===== src/rtl/fir_result_buffer_if.sv =====
// Sample stream and frame-control bundle between the FIR, the result buffer and its consumer.
interface fir_result_buffer_if #(
  parameter int DATA_W = 9
);
  logic              in_valid;
  logic [DATA_W-1:0] in_data;
  logic              frame_end;
  logic              out_valid;
  logic              out_ready;
  logic [DATA_W-1:0] out_data;

  modport master (
    output in_valid, in_data, frame_end, out_ready,
    input  out_valid, out_data
  );

  modport slave (
    input  in_valid, in_data, frame_end, out_ready,
    output out_valid, out_data
  );
endinterface


===== src/rtl/fir_result_buffer.sv =====
// FIR result FIFO (first-word fall-through) with per-frame sum/count statistics.
// Optional macro PEAK_TRACK_EN adds the frame_peak output (max sample of last closed frame).
module fir_result_buffer #(
  parameter int DATA_W = 9,
  parameter int DEPTH  = 8,
  parameter int ACC_W  = 16
) (
  input  logic                       clk,
  input  logic                       rst,
  fir_result_buffer_if.slave         bus,
  output logic                       full,
  output logic                       empty,
  output logic [$clog2(DEPTH):0]     count,
  output logic                       overflow,
  output logic [ACC_W-1:0]           frame_sum,
  output logic [7:0]                 frame_cnt,
  output logic                       frame_valid
`ifdef PEAK_TRACK_EN
  ,output logic [DATA_W-1:0]         frame_peak
`endif
);
  localparam int AW = $clog2(DEPTH);
  localparam int CW = AW + 1;

  typedef enum logic [1:0] {IDLE, ACCUM, FLUSH} state_t;

  logic [DATA_W-1:0] mem [DEPTH];
  logic [AW-1:0]     wr_ptr, rd_ptr;
  logic [CW-1:0]     cnt;
  logic              push, pop;

  state_t            state;
  logic [ACC_W-1:0]  acc, acc_upd;
  logic [7:0]        n, n_upd;
`ifdef PEAK_TRACK_EN
  logic [DATA_W-1:0] peak, peak_upd;
`endif

  function automatic logic [ACC_W-1:0] sat_add(input logic [ACC_W-1:0] a,
                                               input logic [DATA_W-1:0] d);
    logic [ACC_W:0] s;
    s = {1'b0, a} + (ACC_W+1)'(d);
    return s[ACC_W] ? {ACC_W{1'b1}} : s[ACC_W-1:0];
  endfunction

  function automatic logic [7:0] sat_inc(input logic [7:0] v);
    return (v == 8'hFF) ? v : v + 8'd1;
  endfunction

  assign empty         = (cnt == '0);
  assign full          = (cnt == CW'(DEPTH));
  assign count         = cnt;
  assign bus.out_valid = !empty;
  // Gate the head with empty so the unreset storage never shows through.
  assign bus.out_data  = empty ? '0 : mem[rd_ptr];

  assign pop  = !empty && bus.out_ready;
  assign push = bus.in_valid && (!full || pop);

  // FIFO storage: data only, no reset
  always_ff @(posedge clk) begin
    if (push) mem[wr_ptr] <= bus.in_data;
  end

  // FIFO control
  always_ff @(posedge clk or posedge rst) begin
    if (rst) begin
      wr_ptr   <= '0;
      rd_ptr   <= '0;
      cnt      <= '0;
      overflow <= 1'b0;
    end else begin
      if (push) wr_ptr <= wr_ptr + 1'b1;
      if (pop)  rd_ptr <= rd_ptr + 1'b1;
      if (push && !pop)      cnt <= cnt + 1'b1;
      else if (pop && !push) cnt <= cnt - 1'b1;
      if (bus.in_valid && !push) overflow <= 1'b1;
    end
  end

  assign acc_upd = push ? sat_add(acc, bus.in_data) : acc;
  assign n_upd   = push ? sat_inc(n) : n;
`ifdef PEAK_TRACK_EN
  assign peak_upd = (push && bus.in_data > peak) ? bus.in_data : peak;
`endif

  // Frame statistics FSM; results are registered on entry to FLUSH so they align with frame_valid
  always_ff @(posedge clk or posedge rst) begin
    if (rst) begin
      state       <= IDLE;
      acc         <= '0;
      n           <= '0;
      frame_sum   <= '0;
      frame_cnt   <= '0;
      frame_valid <= 1'b0;
`ifdef PEAK_TRACK_EN
      peak        <= '0;
      frame_peak  <= '0;
`endif
    end else begin
      frame_valid <= 1'b0;
      case (state)
        IDLE, FLUSH: begin
          if (push) begin
            state <= ACCUM;
            acc   <= ACC_W'(bus.in_data);
            n     <= 8'd1;
`ifdef PEAK_TRACK_EN
            peak  <= bus.in_data;
`endif
          end else begin
            state <= IDLE;
            acc   <= '0;
            n     <= '0;
          end
        end
        ACCUM: begin
          if (bus.frame_end) begin
            state       <= FLUSH;
            frame_sum   <= acc_upd;
            frame_cnt   <= n_upd;
            frame_valid <= 1'b1;
            acc         <= '0;
            n           <= '0;
`ifdef PEAK_TRACK_EN
            frame_peak  <= peak_upd;
`endif
          end else begin
            acc  <= acc_upd;
            n    <= n_upd;
`ifdef PEAK_TRACK_EN
            peak <= peak_upd;
`endif
          end
        end
        default: state <= IDLE;
      endcase
    end
  end
endmodule


===== src/flat_wrapper.sv =====
// flat-port wrapper written by rule: the top's interface ports become plain ports
module fir_result_buffer_flat 
#(
  parameter int DATA_W = 9,
  parameter int DEPTH  = 8,
  parameter int ACC_W  = 16
)
  (clk, rst, full, empty, count, overflow, frame_sum, frame_cnt, frame_valid, bus_in_valid, bus_in_data, bus_frame_end, bus_out_ready, bus_out_valid, bus_out_data);
  fir_result_buffer_if #(.DATA_W(DATA_W)) bus_i ();
  input  logic clk;
  input  logic rst;
  output logic full;
  output logic empty;
  output logic [$clog2(DEPTH):0] count;
  output logic overflow;
  output logic [ACC_W-1:0] frame_sum;
  output logic [7:0] frame_cnt;
  output logic frame_valid;
  input wire logic [$bits(bus_i.in_valid)-1:0] bus_in_valid;
  input wire logic [$bits(bus_i.in_data)-1:0] bus_in_data;
  input wire logic [$bits(bus_i.frame_end)-1:0] bus_frame_end;
  input wire logic [$bits(bus_i.out_ready)-1:0] bus_out_ready;
  output wire logic [$bits(bus_i.out_valid)-1:0] bus_out_valid;
  output wire logic [$bits(bus_i.out_data)-1:0] bus_out_data;
  assign bus_i.in_valid = bus_in_valid;
  assign bus_i.in_data = bus_in_data;
  assign bus_i.frame_end = bus_frame_end;
  assign bus_i.out_ready = bus_out_ready;
  assign bus_out_valid = bus_i.out_valid;
  assign bus_out_data = bus_i.out_data;
  fir_result_buffer #(.DATA_W(DATA_W), .DEPTH(DEPTH), .ACC_W(ACC_W)) u_core (.clk(clk), .rst(rst), .bus(bus_i), .full(full), .empty(empty), .count(count), .overflow(overflow), .frame_sum(frame_sum), .frame_cnt(frame_cnt), .frame_valid(frame_valid));
endmodule

===== config.mk =====
export PLATFORM = sky130hd
export DESIGN_NAME = fir_result_buffer_flat
export DESIGN_NICKNAME = d
export VERILOG_FILES = /design/src/rtl/fir_result_buffer_if.sv /design/src/rtl/fir_result_buffer.sv /design/src/flat_wrapper.sv
export SDC_FILE = /design/constraint.sdc
export NUM_CORES = 1
export LEC_CHECK = 0
export CAP_MARGIN = 15
export CORE_ASPECT_RATIO = 0.75
export CORE_MARGIN = 2
export CORE_UTILIZATION = 35
export DETAILED_ROUTE_END_ITERATION = 7
export SLEW_MARGIN = 30
export SYNTH_ARGS = -nofsm -noshare
export SYNTH_HDL_FRONTEND = slang
export SYNTH_SLANG_ARGS = --single-unit

===== constraint.sdc =====
create_clock -name clk -period 2.91 [get_ports clk]
set_input_delay 0.4365 -clock clk [delete_from_list [all_inputs] [get_ports clk]]
set_output_delay 0.4365 -clock clk [all_outputs]
set_load 0.05 [all_outputs]

==> flow_summary.ini <==
[status]
status = finished, final reports clean

[timing]
tightestPinTransition_ns = 0.842
timing.final.crit_share = 0.937
setup_tns_ns = 0
max_freq_mhz = 367
finalSetupViolCount = 0
slew_headroom = 0.438
skew_ns = 0.00733
drv_slew = 0
finalHoldViolCount = 0
layout_min_cycle_time_ns = 2.73
grt_setup_unrepaired = false

[cells_and_area]
drive_gt1_frac = 0.207
finalNetCount = 607
syn2layout_area_growth_pct = 25.3
final_cell_mix = 72 x edfxtp_1, 58 x dfrtp_1, 47 x buf_4
final_area_sq_um = 7880
insertedDiodeCount = 0
final_common_cell = edfxtp_1

[yosys]
synth_cell_types = 71
syn_inst = 489
synth_edf_count = 72
syn-num-nets = 520
yosys_warnings = 0
yosysSeqAreaShare = 0.591
netlist_area_sq_um = 6290
async_reset_ff_frac = 0.463
synth_area_leader_cell = edfxtp_1
synth_top_cell_area_share = 0.344
synth_area_per_cell_sq_um = 12.9
ys.flop_type = edfxtp_1
synth_seq_cells = 134
synthTopCellsByArea = edfxtp_1 34%, dfrtp_1 25%, mux4_2 6.4%

[route]
ant_nets = 0
wl_met2_um = 6360
num_vias = 4219
drt-total-wl_um = 14000
wl_per_cell_um = 16.9
met3_length_um = 673
drc = 0
drt-met1-wl_um = 6870
avgViaCountPerCell = 5.08
first_pass_iters = 4
drtIter0Drc = 271
highest_layer = met4

[place]
post-dp-hpwl_um = 9570
placed_cell_area_sq_um = 7300
io_buffers = 55
routabilityCongestion = 0.811

[worst_setup_path]
cp-start-kind = flop
crit_path_max_fanout = 6
cp_slowest_cell = clkdlybuf4s50_1
crit_chain = or4b_4 -> inv_1 -> clkdlybuf4s50_1
worst_ep_arrival_time_ns = 2.29
slowest_delay_ns = 0.79
cp.required_ns = 2.47
worstSetupEndpointType = output port
rr_worst_depth = 10
worstSetupPathType = flop to output port

[global_route]
grt_start_max_net_pins = 32
grt_antenna_before_repair = 0
overflow = 0
grt_pass1_vias = 4075
grt_use_total = 0.154
grt_pass1_wl_um = 22400

[clocking]
cts_root_buf = clkbuf_16
tritoncts = yes
clkLatencyLatePin_ns = 0.42
cts-resized-gates = 0
htreeDepth = 4
cts.sinks = 134
path_clk_slew_ns = 0.06
cts_hold_buffers = 0
cts_setup_buffers = 0
numCtsBuffers = 17
clock_path_buffers = 2

[power_and_ir_drop]
p_leak_nw = 2.99
peakVddDrop_v = 0.000475
cellPowerDensity_nw_per_um2 = 1030

[floorplan]
rows = 42
ioPinCount = 56
die_w_um = 159
die_height_um = 120
start_util = 0.357
core-area_sq_um = 17600
die-area_sq_um = 19100

[flow_run]
maxCapViolations = 0

[hold_path]
hp-class = input port to async pin
-- synthesized netlist by cell type (all sizes together) (3+ instances only) --
master	number
nor3	8
mux2i	11
nand3	9
clkbuf	11
nor4	4
xnor2	15
dfrtp	62
nand2	45
xor2	6
o211ai	3
a31oi	4
ha	15
a21oi	14
edfxtp	72
a31o	4
o31ai	17
buf	14
o21ai	39
nor4b	3
inv	12
a22oi	7
nor2	40
a22o	4
mux4	18
a21o	5
or3	3
-- cell type report --
type	instances	area, sq um
Fill cell	1602	9720
Sequential cell	134	3720
Multi-Input combinational cell	317	2410
Timing Repair Buffer	93	823
Clock buffer	19	433
Tap cell	242	303
Clock inverter	13	148
Inverter	13	48.8
-- logic make-up after synthesis --
family / synth area share
AOI/OAI and AO/OA: 0.133
xor gates and xnor gates: 0.0292
adders and majority gates: 0.0362
buffers and inverters: 0.0279
DFF: 0.591
muxes: 0.0856
and+or+nand+nor: 0.0979
-- path summary, 6_finish.rpt --
check	to	start	slack [ns]
min in group clk	u_core.overflow	u_core.overflow	0.48
max in group asynchronous	u_core.acc[5]	rst	1.76
setup / recovery	full	u_core.count[0]	0.18
hold reg to reg	u_core.overflow	u_core.overflow	0.48
setup reg to reg	u_core.count[3]	u_core.count[1]	0.32
hold / removal	u_core.overflow	rst	0.37
-- metrics by stage --
stage               worst slack [ns]  std cells  hold slack (ns)  total power [mW]  utilization
finish                         0.183        831            0.369              8.08        0.448
global route                   0.125        831            0.418              8.50        0.448
CTS                            0.160        831            0.387              8.17        0.448
detailed placement           -0.0351        799            0.476              6.02        0.415
global placement             0.00520        799            0.440              5.96        0.415
floorplan                     0.0209        489            0.486              4.98            -
-- sequential cells by signal, indices dropped and copies added (netlist names) --
name and count:
u_core.mem 72, u_core.acc 16, u_core.frame_sum 16, u_core.frame_cnt 8
u_core.n 8, u_core.count 4, u_core.rd_ptr 3, u_core.wr_ptr 3
u_core.state 2, u_core.frame_valid 1, u_core.overflow 1
-- power breakdown --
part	leakage [nW]	switching, mW	internal [mW]
logic	1.26	2.02	1.26
clock network	0.278	0.849	1.27
registers	1.46	0.291	2.38
-- per-layer routing --
layer,global-route usage,vias up
met5,0,-
met3,0.0456,11
li1,-,2029
met4,0.0522,0
met1,0.217,2089
met2,0.226,90
-- worst max-delay path: cells and delay by family (launching register included) --
family	cells	cell delay, ns
simple gates	1	0.56
buf+inv	2	0.86
flops	1	0.45
Note: power is estimated with default switching activity, not from simulation.
